**src/rtl/seg7_scan_display.sv**
```systemverilog
// seg7_scan_display: double-buffered multiplexed 7-segment BCD scanner (optional blink via SEG7_BLINK_EN)
module seg7_scan_display #(
  parameter int DIGITS = 4,
  parameter int REFRESH_DIV = 1500,
  parameter int SEG_ACTIVE_LOW = 0
) (
  input  logic                  clk,
  input  logic                  reset,
  input  logic                  load,
  input  logic [4*DIGITS-1:0]   din,
  input  logic [DIGITS-1:0]     dp_in,
  input  logic                  blank_lz,
`ifdef SEG7_BLINK_EN
  input  logic [DIGITS-1:0]     blink_mask,
`endif
  output logic [6:0]            seg_out,
  output logic                  dp_out,
  output logic [DIGITS-1:0]     dig_sel,
  output logic                  frame_tick
);
  localparam int CW = REFRESH_DIV > 1 ? $clog2(REFRESH_DIV) : 1;
  localparam int IW = $clog2(DIGITS);
  localparam logic [6:0] SEG_OFF = SEG_ACTIVE_LOW != 0 ? 7'h7F : 7'h00;
  localparam logic DP_OFF = SEG_ACTIVE_LOW != 0;
  logic [CW-1:0]       cnt;
  logic [IW-1:0]       idx;
  logic [4*DIGITS-1:0] pend_din, act_din;
  logic [DIGITS-1:0]   pend_dp, act_dp, lz;
  logic                pend_flag, wrap, boundary, zero_above, dark, off;
  logic [3:0]          cur;
  logic [6:0]          glyph;
  assign wrap = cnt == CW'(REFRESH_DIV - 1);
  assign boundary = wrap && idx == IW'(DIGITS - 1);
  assign cur = act_din[4*idx +: 4];
  // Prescaler and slot index; the index wraps explicitly so DIGITS need not be a power of two
  always_ff @(posedge clk or negedge reset)
    if (!reset) begin
      cnt <= '0;
      idx <= '0;
    end else begin
      cnt <= wrap ? '0 : cnt + 1'b1;
      if (wrap) idx <= boundary ? '0 : idx + 1'b1;
    end
  // Double buffer: values reach the active set only at a frame boundary; a load on the boundary bypasses pending
  always_ff @(posedge clk or negedge reset)
    if (!reset) begin
      pend_din <= '0;
      pend_dp <= '0;
      act_din <= '0;
      act_dp <= '0;
      pend_flag <= 1'b0;
    end else if (boundary) begin
      act_din <= load ? din : pend_flag ? pend_din : act_din;
      act_dp <= load ? dp_in : pend_flag ? pend_dp : act_dp;
      pend_flag <= 1'b0;
    end else if (load) begin
      pend_din <= din;
      pend_dp <= dp_in;
      pend_flag <= 1'b1;
    end
  // BCD to segment glyph, codes above 9 render as a dash
  always_comb
    case (cur)
      4'd0: glyph = 7'h3F;
      4'd1: glyph = 7'h06;
      4'd2: glyph = 7'h5B;
      4'd3: glyph = 7'h4F;
      4'd4: glyph = 7'h66;
      4'd5: glyph = 7'h6D;
      4'd6: glyph = 7'h7D;
      4'd7: glyph = 7'h07;
      4'd8: glyph = 7'h7F;
      4'd9: glyph = 7'h6F;
      default: glyph = 7'h40;
    endcase
  // Leading-zero mask: digit k is a leading zero when it and all digits above it are zero; digit 0 never is
  always_comb begin
    zero_above = 1'b1;
    lz = '0;
    for (int k = DIGITS - 1; k > 0; k--) begin
      zero_above = zero_above && act_din[4*k +: 4] == 4'd0;
      lz[k] = zero_above;
    end
  end
`ifdef SEG7_BLINK_EN
  logic [7:0] fcnt;
  // Frame counter; its MSB gives the blink half-period of 128 frames
  always_ff @(posedge clk or negedge reset)
    if (!reset) fcnt <= '0;
    else if (boundary) fcnt <= fcnt + 1'b1;
  assign dark = fcnt[7] && blink_mask[idx];
`else
  assign dark = 1'b0;
`endif
  assign off = dark || (blank_lz && lz[idx]);
  // Registered outputs for the current slot; XOR with the off pattern handles panel polarity
  always_ff @(posedge clk or negedge reset)
    if (!reset) begin
      seg_out <= SEG_OFF;
      dp_out <= DP_OFF;
      dig_sel <= '0;
      frame_tick <= 1'b0;
    end else begin
      seg_out <= (off ? 7'h00 : glyph) ^ SEG_OFF;
      dp_out <= (act_dp[idx] && !dark) ^ DP_OFF;
      dig_sel <= DIGITS'(1) << idx;
      frame_tick <= boundary;
    end
endmodule

```
**config.mk**
```make
export PLATFORM = sky130hd
export DESIGN_NAME = seg7_scan_display
export DESIGN_NICKNAME = d
export VERILOG_FILES = /design/src/rtl/seg7_scan_display.sv
export SDC_FILE = /design/constraint.sdc
export NUM_CORES = 1
export LEC_CHECK = 0
export BUFFER_PORTS_ARGS = -buffer_cell sky130_fd_sc_hd__buf_4
export CELL_PAD_IN_SITES_DETAIL_PLACEMENT = 1
export CELL_PAD_IN_SITES_GLOBAL_PLACEMENT = 2
export CORE_MARGIN = 5
export CORE_UTILIZATION = 38
export CTS_BUF_LIST = sky130_fd_sc_hd__clkbuf_4
export CTS_CLUSTER_DIAMETER = 50
export CTS_CLUSTER_SIZE = 10
export DETAILED_ROUTE_END_ITERATION = 12
export PLACE_DENSITY = 0.86
export SETUP_SLACK_MARGIN = 0.3
export SKIP_CTS_REPAIR_TIMING = 1
export SYNTH_ARGS = -nofsm -noshare
export SYNTH_HDL_FRONTEND = slang
export SYNTH_SLANG_ARGS = --single-unit
```
**constraint.sdc**
```tcl
create_clock -name clk -period 1.9 [get_ports clk]
set_input_delay 0 -clock clk [delete_from_list [all_inputs] [get_ports clk]]
set_output_delay 0 -clock clk [all_outputs]
set_load 0.05 [all_outputs]
```
==> summary.txt <==
status: finished with violations
failing checks: negative setup slack
clock-pin slew on the worst setup and hold paths: 120 ps
Finish-stage setup viols: 6
worst hold path class: in -> reg
Final ANT Viol Nets: 0
Max H-tree Level: 3
post-synthesis sequential area ratio: 54.5%
worst slew pin tran: 858 ps
CP Capture Type: flip-flop
die area: 0.0100 mm2
Leak: 1.96 nW
Layout Nets: 348
max cap viols: 0
Post-synth top flop: dfrtp_1
Worst Clk Skew: 21.5 ps
Synth Warn #: 0
area delta synth->final: 43.3%
vias in the first global route: 2083
first-pass GRT wire length: 10.6 mm
Synth area leaders: dfrtp_1, mux2_2, mux2_1
clock tree buffer depth: 2
Syn Inst Count: 229
Post-synth ARST share: 100%
Vias: 2132
CTS buffer count: 9
slew margin rel.: 42.8%
fin worst setup slack: -12.5 ps
final hold violation count: 0
Syn Nets: 263
Final Core Density: 56.5%
most common cell in the netlist: dfrtp_1
Via density: 5.06
Synth Area per Inst: 13.4 um2
Overall Power: 2.70 mW
Post-synth top cells: dfrtp_1, mux2_2, mux2_1
critical path fanouts, max: 5
Die X: 100 um
crit start category: flip-flop
Tcrit/Tclk final: 101%
peak supply drop: 400 uV
fin. max-slew vios: 0
pin count of the biggest net entering global routing: 68
Post-synth EDFFs: 0
Layout fillers: 758
total track usage: 13.8%
Pwr Density: 613 mW/mm2
Highest Clock Rate: 0.523 GHz
root buffer cell: clkbuf_4
TritonCTS clock tree: done
initial antenna violation count: 0
routed wire length per instance: 20.8 um
IO Count: 37
Initial Util: 39.4%
area of the multi-input gates: 0.00165 mm2
gpl congestion: 0.739
post-synth top area share: 54.5%
Critical Path RT: 2220 ps
Seq cells post-synth: 67
total gr overflow: 0
# rows: 32
crit path DAT: 2230 ps
I/O Buffers: 36
Die H: 100 um
RSZ-0062 raised after global routing: true
leading area contributor after synthesis: dfrtp_1
Netlist cell types: 32
CTS sink cnt: 67
Setup CP Type: reg -> reg
DPL Wire Length: 4.27 mm
layout cell share with drive strength beyond 1: 51.4%
Setup TNS: -44.8 ps
Starting DRT DRC Count: 89
register area: 0.00168 mm2
Tmin final: 1910 ps
drt total wl: 8.75 mm
DRT Pass-1 Iters: 4
Clk Latency, worst-skew pair: 430 ps
Core Footprint: 0.00781 mm2
Post-Syn Area: 0.00308 mm2
DR DRC count: 0
antenna cells: 0
## placed cells by master, fill, tap and decap left out, drive strengths merged, types with 8 or more instances in the layout
master       count
a21oi            9
buf             58
clkbuf          13
dfrtp           67
dlygate4sd3     21
ha              10
inv              8
mux2            61
nor2            14
## area by class of cell
type,instances,area share [%]
clock buffer,10,1.70
clock inverter,6,1.28
tap,102,2.89
multi-input combinational,146,37.4
timing repair buffer,82,17.8
inverter,8,0.851
sequential,67,38.1
## metal layers
metal | track usage (%) | wire (um) | part of all wire, % | vias up
met5 | 0 | 0 | 0 | -
met4 | 5.60 | 290 | 3.3 | 0
met3 | 4.17 | 329 | 3.8 | 20
met2 | 22.8 | 4560 | 52 | 39
met1 | 16.9 | 3570 | 41 | 1093
li1 | - | - | - | 980
## sequential cells by signal (all words and copies together), names as in the netlist
register and flops:
dig_sel 4, cnt 11, pend_din 16, pend_flag 1, idx 2, frame_tick 1, act_dp 4, seg_out 7
pend_dp 4, dp_out 1, act_din 16
## power by group
part / switching (mW) / internal [mW] / total (mW)
clock network: 0.532 / 0.403 / 0.935
logic: 0.106 / 0.172 / 0.278
registers: 0.0233 / 1.47 / 1.49
total: 0.661 / 2.04 / 2.70
## worst max-delay path, stage by stage (launching register included)
cell and delay (ps):
dfrtp_1 390, ha_2 210, nand4_1 130, nor4_4 190
nor3b_4 260, buf_6 160, clkbuf_16 150, mux2_4 300
## metrics by stage
step / area, um2 / hold slack, ps / instances / worst slack, ps
floorplan: 3230 / -296 / 229 / 102
global placement: 3630 / 163 / 367 / 106
detailed placement: 3630 / 170 / 367 / 40.1
CTS: 3760 / -311 / 383 / -0.0491
global route: 4410 / 45.8 / 421 / -122
finish: 4410 / 43.7 / 421 / -12.5
## path summary, 6_finish.rpt
check / startpoint / end / slack [ps] / cells after the start
setup / recovery: cnt[0] / act_dp[0] / -10 / 7
hold / removal: blank_lz / seg_out[4] / 40 / 4
setup reg to reg: cnt[0] / act_dp[0] / -10 / 7
hold reg to reg: pend_din[13] / pend_din[13] / 520 / 1
max in group asynchronous: reset / idx[1] / 1090 / 2
min in group asynchronous: reset / pend_din[12] / 220 / 2
## cells by family after synthesis
kind of cell,Yosys count,synth area share (%)
AOI/OAI and AO/OA,17,3.01
xor gates and xnor gates,8,2.28
adders and majority gates,10,4.07
buffers and inverters,17,2.89
DFF,67,54.5
muxes,66,25.6
and+or+nand+nor,44,7.72
No activity file was read; power rests on OpenSTA's default activity.
